$ cat src/rtl/fma16_normalize.sv
// fma16_normalize: sequential post-add normalizer (adder -> rounder) for the fp16 FMA datapath.
// Build option: define FMA16_SUBNORM_EN to keep subnormal results (DENORM path); undefined flushes them to zero.
module fma16_normalize #(
  parameter int EXP_W      = 7,
  parameter int SHIFT_STEP = 4
) (
  input  logic                    clk,
  input  logic                    reset,
  input  logic                    in_valid,
  output logic                    in_ready,
  input  logic                    in_sign,
  input  logic signed [EXP_W-1:0] in_exp,
  input  logic [33:0]             in_mag,
  output logic                    out_valid,
  input  logic                    out_ready,
  output logic [15:0]             sum,
  output logic [33:0]             fullSum,
  output logic                    overFlowFlag,
  output logic                    uf_flag
);

  typedef enum logic [1:0] {
    S_IDLE   = 2'd0,
    S_NORM   = 2'd1,
    S_DENORM = 2'd2,
    S_DONE   = 2'd3
  } state_t;

  localparam logic signed [EXP_W-1:0] EXP_ZERO = '0;
  localparam logic signed [EXP_W-1:0] EXP_ONE  = EXP_W'(1);
  localparam logic signed [EXP_W-1:0] EXP_STEP = EXP_W'(SHIFT_STEP);
  localparam logic signed [EXP_W-1:0] EXP_MAX  = EXP_W'(31);

  state_t                  r_state;
  state_t                  w_state_next;
  logic                    r_sign;
  logic                    w_sign_next;
  logic signed [EXP_W-1:0] r_exp;
  logic signed [EXP_W-1:0] w_exp_next;
  logic [33:0]             r_mag;
  logic [33:0]             w_mag_next;
  logic                    r_uf;
  logic                    w_uf_next;

  logic                    w_step_big;
  logic [33:0]             w_norm_mag;
  logic signed [EXP_W-1:0] w_norm_exp;
  logic                    w_ovf;
  logic [4:0]              w_exp_field;

  // A wide step is taken only when it cannot overshoot the leading one or drive exp below 1.
  assign w_step_big = (r_mag[33 -: SHIFT_STEP] == '0) && (r_exp > EXP_STEP);
  assign w_norm_mag = w_step_big ? (r_mag << SHIFT_STEP) : (r_mag << 1);
  assign w_norm_exp = w_step_big ? (r_exp - EXP_STEP) : (r_exp - EXP_ONE);

`ifdef FMA16_SUBNORM_EN
  logic [33:0]             w_denorm_mag;
  logic signed [EXP_W-1:0] w_denorm_exp;

  // Right shift keeps the discarded bit as sticky in bit 0.
  assign w_denorm_mag = {1'b0, r_mag[33:2], r_mag[1] | r_mag[0]};
  assign w_denorm_exp = r_exp + EXP_ONE;
`endif

  always_ff @(posedge clk) begin
    if (reset) begin
      r_state <= S_IDLE;
      r_sign  <= 1'b0;
      r_exp   <= '0;
      r_mag   <= '0;
      r_uf    <= 1'b0;
    end else begin
      r_state <= w_state_next;
      r_sign  <= w_sign_next;
      r_exp   <= w_exp_next;
      r_mag   <= w_mag_next;
      r_uf    <= w_uf_next;
    end
  end

  always_comb begin
    w_state_next = r_state;
    w_sign_next  = r_sign;
    w_exp_next   = r_exp;
    w_mag_next   = r_mag;
    w_uf_next    = r_uf;
    case (r_state)
      S_IDLE: begin
        if (in_valid) begin
          w_sign_next = in_sign;
          w_exp_next  = in_exp;
          w_mag_next  = in_mag;
          w_uf_next   = 1'b0;
          if (in_mag == '0) begin
            w_exp_next   = '0;
            w_state_next = S_DONE;
          end else if (in_exp <= EXP_ZERO) begin
`ifdef FMA16_SUBNORM_EN
            w_state_next = S_DENORM;
`else
            w_exp_next   = '0;
            w_mag_next   = '0;
            w_uf_next    = 1'b1;
            w_state_next = S_DONE;
`endif
          end else if (in_mag[33]) begin
            w_state_next = S_DONE;
          end else begin
            w_state_next = S_NORM;
          end
        end
      end
      S_NORM: begin
        if (r_exp == EXP_ONE) begin
          // Exponent floor reached without a leading one: the result is subnormal.
`ifndef FMA16_SUBNORM_EN
          w_exp_next = '0;
          w_mag_next = '0;
          w_uf_next  = 1'b1;
`endif
          w_state_next = S_DONE;
        end else begin
          w_mag_next = w_norm_mag;
          w_exp_next = w_norm_exp;
          if (w_norm_mag[33]) begin
            w_state_next = S_DONE;
          end
        end
      end
`ifdef FMA16_SUBNORM_EN
      S_DENORM: begin
        w_mag_next = w_denorm_mag;
        w_exp_next = w_denorm_exp;
        if (w_denorm_exp == EXP_ONE) begin
          w_state_next = S_DONE;
        end
      end
`endif
      S_DONE: begin
        if (out_ready) begin
          w_state_next = S_IDLE;
        end
      end
      default: begin
        w_state_next = S_IDLE;
      end
    endcase
  end

  always_comb begin
    in_ready     = 1'b0;
    out_valid    = 1'b0;
    sum          = '0;
    fullSum      = '0;
    overFlowFlag = 1'b0;
    uf_flag      = 1'b0;
    w_ovf        = 1'b0;
    w_exp_field  = '0;
    case (r_state)
      S_IDLE: begin
        in_ready = 1'b1;
      end
      S_DONE: begin
        out_valid    = 1'b1;
        fullSum      = r_mag;
        uf_flag      = r_uf;
        w_ovf        = (r_exp >= EXP_MAX);
        overFlowFlag = w_ovf;
        w_exp_field  = r_mag[33] ? r_exp[4:0] : 5'd0;
        sum          = w_ovf ? {r_sign, 5'h1f, 10'h000} : {r_sign, w_exp_field, r_mag[32:23]};
      end
      default: begin
      end
    endcase
  end

endmodule

$ cat config.mk
export PLATFORM = sky130hd
export DESIGN_NAME = fma16_normalize
export DESIGN_NICKNAME = d
export VERILOG_FILES = /design/src/rtl/fma16_normalize.sv
export SDC_FILE = /design/constraint.sdc
export NUM_CORES = 1
export LEC_CHECK = 0
export BUFFER_PORTS_ARGS = -buffer_cell sky130_fd_sc_hd__buf_4
export CORE_MARGIN = 2
export CORE_UTILIZATION = 39
export DETAILED_ROUTE_END_ITERATION = 8
export GPL_TIMING_DRIVEN = 0
export PLACE_DENSITY = 0.67
export SLEW_MARGIN = 10
export SYNTH_ARGS = -nofsm -noshare
export SYNTH_HDL_FRONTEND = slang
export SYNTH_SLANG_ARGS = --single-unit
export TNS_END_PERCENT = 100
$ cat constraint.sdc
create_clock -name clk -period 1.8 [get_ports clk]
set_clock_uncertainty 0.1 [all_clocks]
set_input_delay 0.27 -clock clk [delete_from_list [all_inputs] [get_ports clk]]
set_output_delay 0.27 -clock clk [all_outputs]
set_load 0.005 [all_outputs]
==> results.md <==
- Status: complete, but fails checks
- Violated checks: negative setup slack
- H-tree levels: 2
- Number of enable flip-flop cells after synthesis: 0
- Drt total wl: 12,300 um
- CTS max path bufs: 2
- Chip height: 92.2 um
- Port buffer count: 98
- Syn_nets: 428
- Hold WC Path Type: in -> reg
- Final setup margin: -0.267 ns
- Worst r2r src: r_exp[2]$_SDFFE_PP0P_
- Fin nets: 569
- Worst-path clk slew: 0.09 ns
- Ys async rst share: 0%
- Largest net degree at the start of global routing: 20
- Fin Hold WS: 0.0521 ns
- PwrDens: 855 nW/um^2
- First-pass GRT wire length: 17,700 um
- Unique masters post-synth: 51
- Worst path max stage delay: 0.38 ns
- Number of synthesized register bits: 45
- Final period util: 115%
- Slew @ Worst Pin: 0.728 ns
- Worst skew pair latency: 0.30 ns
- Worst vdd ir: 0.340 mV
- Top cells by area, synth: dfxtp_1, and3_1, a211oi_1
- Drt pass-1 iters: 6
- Clk root buf: clkbuf_8
- Hold_buf cts: 0
- Initial antenna violation count: 0
- CTS tree: done
- Setup Total Neg Slack: -10.20 ns
- Via count: 3,774
- Residual DRC: 0
- Cell Chain, Critical Path: buf_6, buf_6, a2bb2oi_4, o211a_1, buf_6, nor2_8, buf_12, a221oi_1, a211oi_1
- Synthesized area per cell: 8.12 sq um
- Post-DP HPWL: 7610 um
- RSZ-0062 raised after global routing: yes
- Top-area cell type share of the netlist area: 29.7%
- WL/cell: 19.9 um
- Max Transition Viols Final: 0
- Antenna viol nets, final: 0
- Initial Util: 39.7%
- Ys flop type: dfxtp_1
- Vias per cell: 6.11
- Critical path arrival: 2.18 ns
- Area growth syn-to-layout: 68.9%
- Share of cells above drive strength 1: 52.9%
- Kind of critical path: reg -> reg
- Hold Path Origin: out_ready
- Synth top cells by count: and3_1, dfxtp_1, nor2_1, nand2_1, a211oi_1
- Sequential element share of the synthesized area: 29.7%
- Slew HR: 51.5%
- GP Congestion: 0.944
- Fin. Hold Viols: 0
- YS warnings: 0
- Crit-path slowest cell: dfxtp_4
- Final core occ: 67.1%
- Top-count cell post-synth: and3_1
- Initial DRC Count: 395
- Core Area: 7650 sq um
- Worst path required time: 1.91 ns
- # IOs: 100
- Leak pwr: 2.25 nW
- # setup viols final: 58
- CTS buffer count: 5
- Tot Pwr: 4.38 mW
- Max Freq: 484 MHz
- Synthesized cell area: 3040 sq um
- Crit path top cell by count: buf_6
- Rows: 32
- Leading area contributor after synthesis: dfxtp_1
- Critical Path Source Type: flop
- Antenna diodes: 0
- R2R Setup Slk: -0.27 ns
- Gr usage total: 25.7%
- Number of global-route vias before repair: 3,498
- Syn Inst Count: 374
- Crit end category: flop
- Worst Path Max Fanout: 10
- Max-Cap Viols: 0
- Die Width: 92.2 um
- Die Area: 8510 sq um
- Worst setup startpoint: r_exp[2]$_SDFFE_PP0P_
- Clock sink count: 45
- GR Overflow Total: 0
- Final min period: 2.07 ns
flip-flops by register name, summed over array words and instances (netlist names):
name     cells
r_state      2
r_uf         1
r_exp        7
r_mag       34
r_sign       1
routing by layer:
metal / vias to the layer above / global-route usage [%] / wire length (um)
met4: 0 / 8.21 / 441
met3: 52 / 3.78 / 1010
met5: - / 0 / 0
met1: 1760 / 34.7 / 5040
li1: 1723 / - / -
met2: 239 / 42.3 / 5790
logic make-up after synthesis:
logic type | count (synthesis) | share of synthesized area [%]
AO/OA/AOI/OAI | 107 | 30.8
adder cells (fa/ha/maj) | 8 | 3.30
buffers and inverters | 44 | 7.42
flip-flops | 45 | 29.7
multiplexers | 1 | 0.330
AND/OR/NAND/NOR | 169 | 28.5
path summary, 6_finish.rpt:
path | endpoint | cells past startpoint
worst max register to register | r_mag[17]$_SDFFE_PP0P_ | 9
worst max-delay path | r_mag[17]$_SDFFE_PP0P_ | 9
worst min-delay path | r_state[1]$_SDFFE_PP0P_ | 2
worst min register to register | r_sign$_SDFFE_PP0P_ | 2
worst max-delay path, delay by kind of cell, from the launching register on:
kind	cells	cell delay, ns
and+or+nand+nor	1	0.18
DFF	1	0.38
buffers and inverters	4	0.56
AOI/OAI and AO/OA	4	0.73
stage by stage:
step	cells	worst slack [ns]	instance area, sq um
2_1_floorplan	374	-0.00739	3110
3_3_place_gp	574	-0.392	3970
3_5_place_dp	574	-0.400	3970
4_1_cts	601	-0.196	4510
5_1_grt	618	-0.322	5130
6_report	618	-0.267	5130
power by group:
part | leakage [nW] | internal [mW] | total, mW | switching, mW
sequential | 0.377 | 1.16 | 1.44 | 0.281
combinational | 1.83 | 1.10 | 2.29 | 1.19
clock | 0.0428 | 0.277 | 0.650 | 0.373
total | 2.25 | 2.54 | 4.38 | 1.84
layout make-up:
| class | instances | area [sq um] |
|---|---|---|
| fill | 584 | 2520 |
| multi-input combinational | 286 | 2510 |
| timing repair buffer | 135 | 1150 |
| sequential | 45 | 927 |
| buffer | 35 | 294 |
| tap | 102 | 128 |
| clock buffer | 7 | 76.3 |
| inverter | 7 | 36.3 |
| clock inverter | 1 | 6.26 |
cells in the final DEF, fill, tap and decap left out, drive strengths merged, types with 6 or more instances in the layout:
cell and instances:
nor4 10, nor3 10, a21o 6, a221oi 32
dfxtp 45, nand3 6, a211oi 33, o21ai 6
clkbuf 26, inv 8, nand2 37, buf 151
and3 47, ha 8, nor2 46
timing repair:
| item | 4_1_cts | 5_1_grt |
|---|---|---|
| endpoints found under the setup margin | 96 | 91 |
| pin swaps | 20 | 30 |
| setup buffers | 19 | 15 |
| gates resized for setup | 76 | 99 |
| cloned | 3 | 2 |
Power figures use the tool's default switching activity.
